===== src/rtl/neuralnet_pkg.sv =====
// -----------------------------------------------------------------------------
// neuralnet_pkg
// Shared types and default constants for the neural-net weight path.
//   load_state_t : weight-loader frame state (IDLE / LOAD / FULL)
//   GPIO_DATA_W  : default byte width of the Raspberry Pi GPIO bus
//   LED_W        : default number of board LEDs
// -----------------------------------------------------------------------------
package neuralnet_pkg;

    typedef enum logic [1:0] {
        IDLE = 2'd0,
        LOAD = 2'd1,
        FULL = 2'd2
    } load_state_t;

    localparam int GPIO_DATA_W = 8;
    localparam int LED_W       = 6;

endpackage : neuralnet_pkg


===== src/rtl/word_assembler.sv =====
// -----------------------------------------------------------------------------
// word_assembler
// Collects strobed bytes little-endian into a WORD_BYTES-wide word.
// Ports:
//   pi_clk       in   clock, rising edge
//   rst          in   asynchronous active-high reset
//   i_clear      in   drop the partial word and restart at lane 0
//   i_strobe     in   capture i_byte into the current lane
//   i_byte       in   byte to capture
//   o_word       out  assembled word including the byte being strobed now
//   o_word_ready out  high while the strobe completes a word (commit now)
// -----------------------------------------------------------------------------
module word_assembler #(
    parameter int DATA_W     = 8,
    parameter int WORD_BYTES = 2
) (
    input  logic                           pi_clk,
    input  logic                           rst,
    input  logic                           i_clear,
    input  logic                           i_strobe,
    input  logic [DATA_W-1:0]              i_byte,
    output logic [DATA_W*WORD_BYTES-1:0]   o_word,
    output logic                           o_word_ready
);

    localparam int WORD_W = DATA_W * WORD_BYTES;
    localparam int IW     = (WORD_BYTES > 1) ? $clog2(WORD_BYTES) : 1;
    localparam logic [IW-1:0] LAST_IDX = IW'(WORD_BYTES - 1);

    logic [IW-1:0]     r_byte_idx;
    logic [WORD_W-1:0] r_lanes;
    logic              w_last;

    assign w_last = (r_byte_idx == LAST_IDX);

    // The word is presented combinationally with the incoming byte merged in,
    // so the owner can commit on the same edge that captures the last byte.
    always_comb begin
        o_word = r_lanes;
        o_word[int'(r_byte_idx) * DATA_W +: DATA_W] = i_byte;
    end

    assign o_word_ready = i_strobe & ~i_clear & w_last;

    // Lane register and byte index; a completed word restarts at lane 0.
    always_ff @(posedge pi_clk or posedge rst) begin
        if (rst) begin
            r_byte_idx <= '0;
            r_lanes    <= '0;
        end else if (i_clear) begin
            r_byte_idx <= '0;
            r_lanes    <= '0;
        end else if (i_strobe) begin
            if (w_last) begin
                r_byte_idx <= '0;
                r_lanes    <= '0;
            end else begin
                r_byte_idx <= r_byte_idx + IW'(1);
                r_lanes    <= o_word;
            end
        end else begin
            r_byte_idx <= r_byte_idx;
            r_lanes    <= r_lanes;
        end
    end

endmodule : word_assembler


===== src/rtl/gpio_weight_loader.sv =====
// -----------------------------------------------------------------------------
// gpio_weight_loader
// Captures GPIO bytes into words, stores them into a DEPTH-entry weight array
// under frame control and serves a registered read port to the NN core.
// Ports:
//   pi_clk, rst           clock / asynchronous active-high reset
//   gpio_pin, write_enable byte from the Pi and its per-cycle strobe
//   frame_start           begin or restart a load frame (wins over a strobe)
//   rd_en, rd_addr        read request; out-of-range addresses return 0
//   rd_data, rd_valid     read result, one cycle after rd_en
//   word_count            words committed in this frame
//   loaded, load_done     FULL level / one-cycle frame-complete pulse
//   overflow              sticky: byte strobed while FULL
//   LED                   low bits of the last word read, held
// -----------------------------------------------------------------------------
module gpio_weight_loader #(
    parameter int DATA_W     = neuralnet_pkg::GPIO_DATA_W,
    parameter int WORD_BYTES = 2,
    parameter int DEPTH      = 16,
    parameter int LED_W      = neuralnet_pkg::LED_W
) (
    input  logic                                  pi_clk,
    input  logic                                  rst,
    input  logic [DATA_W-1:0]                     gpio_pin,
    input  logic                                  write_enable,
    input  logic                                  frame_start,
    input  logic                                  rd_en,
    input  logic [$clog2(DEPTH)-1:0]              rd_addr,
    output logic [DATA_W*WORD_BYTES-1:0]          rd_data,
    output logic                                  rd_valid,
    output logic [$clog2(DEPTH):0]                word_count,
    output logic                                  loaded,
    output logic                                  load_done,
    output logic                                  overflow,
    output logic [LED_W-1:0]                      LED
);

    import neuralnet_pkg::*;

    localparam int WORD_W = DATA_W * WORD_BYTES;
    localparam int AW     = $clog2(DEPTH);
    localparam logic [AW-1:0] LAST_PTR = AW'(DEPTH - 1);
    localparam logic [AW:0]   DEPTH_C  = (AW + 1)'(DEPTH);

    load_state_t       r_state;
    logic [AW-1:0]     r_wr_ptr;
    logic [AW:0]       r_word_count;
    logic              r_loaded;
    logic              r_load_done;
    logic              r_overflow;
    logic [WORD_W-1:0] r_mem [DEPTH];
    logic [WORD_W-1:0] r_rd_data;
    logic              r_rd_valid;
    logic [LED_W-1:0]  r_led;

    logic              w_strobe;
    logic              w_commit;
    logic [WORD_W-1:0] w_word;
    logic              w_rd_in_range;
    logic [WORD_W-1:0] w_rd_word;

    // Bytes are only accepted while loading; frame_start drops a same-cycle byte.
    assign w_strobe = write_enable & ~frame_start & (r_state == LOAD);

    word_assembler #(
        .DATA_W     (DATA_W),
        .WORD_BYTES (WORD_BYTES)
    ) u_word_assembler (
        .pi_clk       (pi_clk),
        .rst          (rst),
        .i_clear      (frame_start),
        .i_strobe     (w_strobe),
        .i_byte       (gpio_pin),
        .o_word       (w_word),
        .o_word_ready (w_commit)
    );

    // Frame FSM with pointer, count and status flags.
    always_ff @(posedge pi_clk or posedge rst) begin
        if (rst) begin
            r_state      <= IDLE;
            r_wr_ptr     <= '0;
            r_word_count <= '0;
            r_loaded     <= 1'b0;
            r_load_done  <= 1'b0;
            r_overflow   <= 1'b0;
        end else begin
            r_load_done <= 1'b0;
            if (frame_start) begin
                r_state      <= LOAD;
                r_wr_ptr     <= '0;
                r_word_count <= '0;
                r_loaded     <= 1'b0;
                r_overflow   <= 1'b0;
            end else begin
                case (r_state)
                    IDLE: begin
                        r_state <= IDLE;
                    end
                    LOAD: begin
                        if (w_commit) begin
                            r_word_count <= r_word_count + (AW + 1)'(1);
                            // The last slot ends the frame; the pointer parks there.
                            if (r_wr_ptr == LAST_PTR) begin
                                r_state     <= FULL;
                                r_loaded    <= 1'b1;
                                r_load_done <= 1'b1;
                            end else begin
                                r_wr_ptr <= r_wr_ptr + AW'(1);
                            end
                        end else begin
                            r_state <= LOAD;
                        end
                    end
                    FULL: begin
                        if (write_enable) begin
                            r_overflow <= 1'b1;
                        end else begin
                            r_overflow <= r_overflow;
                        end
                    end
                    default: begin
                        r_state  <= IDLE;
                        r_loaded <= 1'b0;
                    end
                endcase
            end
        end
    end

    // Weight array; contents survive frame_start and clear only on reset.
    always_ff @(posedge pi_clk or posedge rst) begin
        if (rst) begin
            for (int i = 0; i < DEPTH; i++) begin
                r_mem[i] <= '0;
            end
        end else if (w_commit) begin
            r_mem[r_wr_ptr] <= w_word;
        end else begin
            r_mem <= r_mem;
        end
    end

    assign w_rd_in_range = ({1'b0, rd_addr} < DEPTH_C);

    // Read mux; a same-cycle commit is not visible until the next read.
    always_comb begin
        w_rd_word = '0;
        if (w_rd_in_range) begin
            w_rd_word = r_mem[rd_addr];
        end else begin
            w_rd_word = '0;
        end
    end

    // Registered read port; data and LEDs hold between reads.
    always_ff @(posedge pi_clk or posedge rst) begin
        if (rst) begin
            r_rd_data  <= '0;
            r_rd_valid <= 1'b0;
            r_led      <= '0;
        end else begin
            r_rd_valid <= rd_en;
            if (rd_en) begin
                r_rd_data <= w_rd_word;
                r_led     <= w_rd_word[LED_W-1:0];
            end else begin
                r_rd_data <= r_rd_data;
                r_led     <= r_led;
            end
        end
    end

    assign rd_data    = r_rd_data;
    assign rd_valid   = r_rd_valid;
    assign word_count = r_word_count;
    assign loaded     = r_loaded;
    assign load_done  = r_load_done;
    assign overflow   = r_overflow;
    assign LED        = r_led;

endmodule : gpio_weight_loader


===== config.mk =====
export PLATFORM = sky130hd
export DESIGN_NAME = gpio_weight_loader
export DESIGN_NICKNAME = d
export VERILOG_FILES = /design/src/rtl/neuralnet_pkg.sv /design/src/rtl/word_assembler.sv /design/src/rtl/gpio_weight_loader.sv
export SDC_FILE = /design/constraint.sdc
export NUM_CORES = 1
export LEC_CHECK = 0
export CORE_MARGIN = 2
export CORE_UTILIZATION = 55
export CTS_BUF_LIST = sky130_fd_sc_hd__clkbuf_8
export DETAILED_ROUTE_END_ITERATION = 12
export PLACE_DENSITY = 0.73
export RECOVER_POWER = 25
export SLEW_MARGIN = 15
export SYNTH_ARGS = -nofsm -noshare
export SYNTH_HDL_FRONTEND = slang
export SYNTH_HIERARCHICAL = 1
export SYNTH_SLANG_ARGS = --single-unit

===== constraint.sdc =====
create_clock -name pi_clk -period 23.4 [get_ports pi_clk]
set_clock_uncertainty 0.1 [all_clocks]
set_input_delay 3.51 -clock pi_clk [delete_from_list [all_inputs] [get_ports pi_clk]]
set_output_delay 3.51 -clock pi_clk [all_outputs]
set_load 0.03 [all_outputs]

==> flow_metrics.tcl <==
set metrics [dict create \
    power.leakage_nw 7.55 \
    grt_max_degree 148 \
    synth_nets 926 \
    drc 0 \
    hold_viol 0 \
    numClockSinks 304 \
    yosysSeqAreaShare 0.541 \
    cts_buffers 49 \
    track_usage 0.233 \
    finalMaxSlewViolations 183 \
    final_area_mm2 0.0154 \
    crit_type "in -> async" \
    die_h_um 164 \
    synth_edf_count 0 \
    io_buffer_count 47 \
    clock-root-buffer "clkbuf_8" \
    maxSlewHeadroom -3.34 \
    fill_cells 1949 \
    core_region_area_mm2 0.0251 \
    fmax_mhz 116 \
    synthCells 904 \
    grt_pass1_wl_um 47200 \
    arrival_ps 9020 \
    vias_per_cell 5.95 \
    required_ps 23820 \
    routedWlPerCell_um 23.0 \
    via_count 7674 \
    worstSetupEndpointType "async pin" \
    met3_usage 0.0412 \
    synth_cell_types 54 \
    dp_hpwl_um 17300 \
    hp-class "reg -> reg" \
    grt_util_met1 0.326 \
    syn-cell-area_mm2 0.0141 \
    final_cell_mix "dfrtp_1, mux2_2, mux4_2, clkbuf_8, clkdlybuf4s50_1" \
    mostFrequentLayoutCell "dfrtp_1" \
    antenna_found_initial 0 \
    hold_buffers 0 \
    antenna-diode-count 0 \
    drtIter0Drc 567 \
    ioPinCount 48 \
    yosys_warnings 6 \
    async_flop_share 1.00 \
    cpMaxStageDelayCell "clkinvlp_2" \
    grt_overflow 0 \
    violations "capacitance limit, slew limit" \
    nets 950 \
    fin_util 0.612 \
    layout-drive-gt1-share 0.434 \
    start_util 0.560 \
    postSynthAreaPerCell_um2 15.5 \
    ant_nets 0 \
    ir_drop_v 0.0000449 \
    first_global_vias 8079 \
    post_cts_buffers 0 \
    wirelength_um 29700 \
    cts_max_level 2 \
    fp.dieArea_mm2 0.0268 \
    worstSetupStartpointType "input port" \
    cts.repair.resized 0 \
    setup_viol 0 \
    crit_buf_inv 3 \
    fin_crit_ps 8600 \
    ys_ff_latch 304 \
    first_pass_iters 4 \
    place_area_mm2 0.0144 \
    syn_to_final_growth_pct 9.31 \
    powerDensity_mw_per_mm2 68.8 \
    yosys_most_used_dff "dfrtp_1" \
    max_cap_viol_count 2 \
    clock_path_buffers 3 \
    finalCritPeriodShare 0.367 \
    gp_congestion 0.734 \
    die_x_um 164 \
    critPathMaxFanout 147 \
    clk_latency_ps 560 \
    tightest_slew_ps 6470 \
    path_cells "dlygate4sd3_1 > clkinvlp_2 > buf_4" \
    tns_ps 0 \
    rows 58 \
    grt_setup_unrepaired "no" \
    critPathMaxStageDelay_ps 3590 \
    status "finished, violations left" \
    grt_use_met2 0.386 \
    critical_path.top_delay_family "buffers and inverters" \
    grt_busiest_layer "met2" \
    clk_pin_slew_ps 60 \
    tritoncts "yes" \
]
==> cell families after synthesis <==
group | count (synthesis) | synth area share
XOR/XNOR | 3 | 0.00187
flip-flops | 304 | 0.541
multiplexers | 345 | 0.329
AND/OR/NAND/NOR | 103 | 0.0504
adder cells (fa/ha/maj) | 5 | 0.00445
buffers and inverters | 87 | 0.0393
AO/OA/AOI/OAI | 57 | 0.0336
==> cell usage after synthesis (3+ instances only) <==
master    number  share of area
dfrtp_1      304           0.54
mux2_2       240           0.19
mux4_2        61          0.098
clkbuf_1      24         0.0064
nor2_1        22         0.0059
o22ai_1       22         0.0098
buf_2         21         0.0075
nand2_1       21         0.0056
mux2i_1       17          0.012
mux2_1        16          0.013
nand2b_1      16         0.0071
buf_6         14          0.011
buf_4         13         0.0069
a221oi_2      10          0.011
and2_1         9         0.0040
inv_1          8         0.0021
mux2_4         8         0.0085
a21oi_1        6         0.0021
a221oi_1       6         0.0037
nand3_2        6         0.0043
ha_1           5         0.0045
o21ai_0        4         0.0014
or3_1          4         0.0018
a31o_2         3         0.0019
mux4_1         3         0.0056
nand4_4        3         0.0045
==> power by group <==
part | leakage [nW] | internal [W] | switching [W]
Combinational | 2.80 | 0.0000295 | 0.0000522
Sequential | 4.20 | 0.000536 | 0.00000583
Clock | 0.554 | 0.000232 | 0.000202
==> per-layer routing <==
layer  routed length (um)  up-vias
met4                  544        0
li1                     -     3392
met5                    0        -
met3                 1120       47
met1                13400     4109
met2                14600      126
==> through the flow <==
| stage | total power [W] | setup WS [ps] | std cells | hold WS [ps] |
|---|---|---|---|---|
| 5_1_grt | 0.00110 | 13750 | 1290 | 403 |
| 3_5_place_dp | 0.000633 | 15530 | 1207 | 371 |
| 4_1_cts | 0.00107 | 16100 | 1290 | 387 |
| 2_1_floorplan | 0.000609 | 11870 | 904 | 350 |
| 3_3_place_gp | 0.000633 | 15600 | 1207 | 366 |
| 6_report | 0.00106 | 14800 | 1290 | 383 |
==> worst register-to-register path, cell delays in order (launching register included) <==
cell and delay, ps:
dfrtp_1 430, inv_1 90, and4_1 520, nand2_1 130, nor2_2 800, and2b_4 320
nor3b_4 790, mux2_2 430
==> sequential cells by signal, indices dropped and copies added (netlist names) <==
register                     flops
loaded                           1
u_word_assembler/r_byte_idx      1
rd_valid                         1
overflow                         1
r_state                          2
r_mem                          256
r_wr_ptr                         4
word_count                       5
rd_data                         16
load_done                        1
u_word_assembler/r_lanes        16
==> area by class of cell <==
type / instances / area (um2) / area share
flip-flops and latches: 304 / 7610 / 0.495
clock buffers: 61 / 840 / 0.0546
repair buffers: 52 / 492 / 0.0320
inverters: 8 / 31.3 / 0.00204
well taps: 330 / 413 / 0.0269
multi-input cells: 513 / 5900 / 0.384
clock inverters: 22 / 83.8 / 0.00546
==> path summary, 6_finish.rpt <==
check,from,end,slack (ps),cells after the start
max in group pi_clk,frame_start,r_mem[207],16120,8
min in group asynchronous,rst,u_word_assembler/r_lanes[11],3430,2
setup / recovery,rst,r_mem[79],14800,3
setup reg to reg,r_state[1],r_mem[207],19660,7
hold / removal,r_mem[195],r_mem[195],380,1
hold reg to reg,r_mem[195],r_mem[195],380,1
No activity file was read; power rests on OpenSTA's default activity.
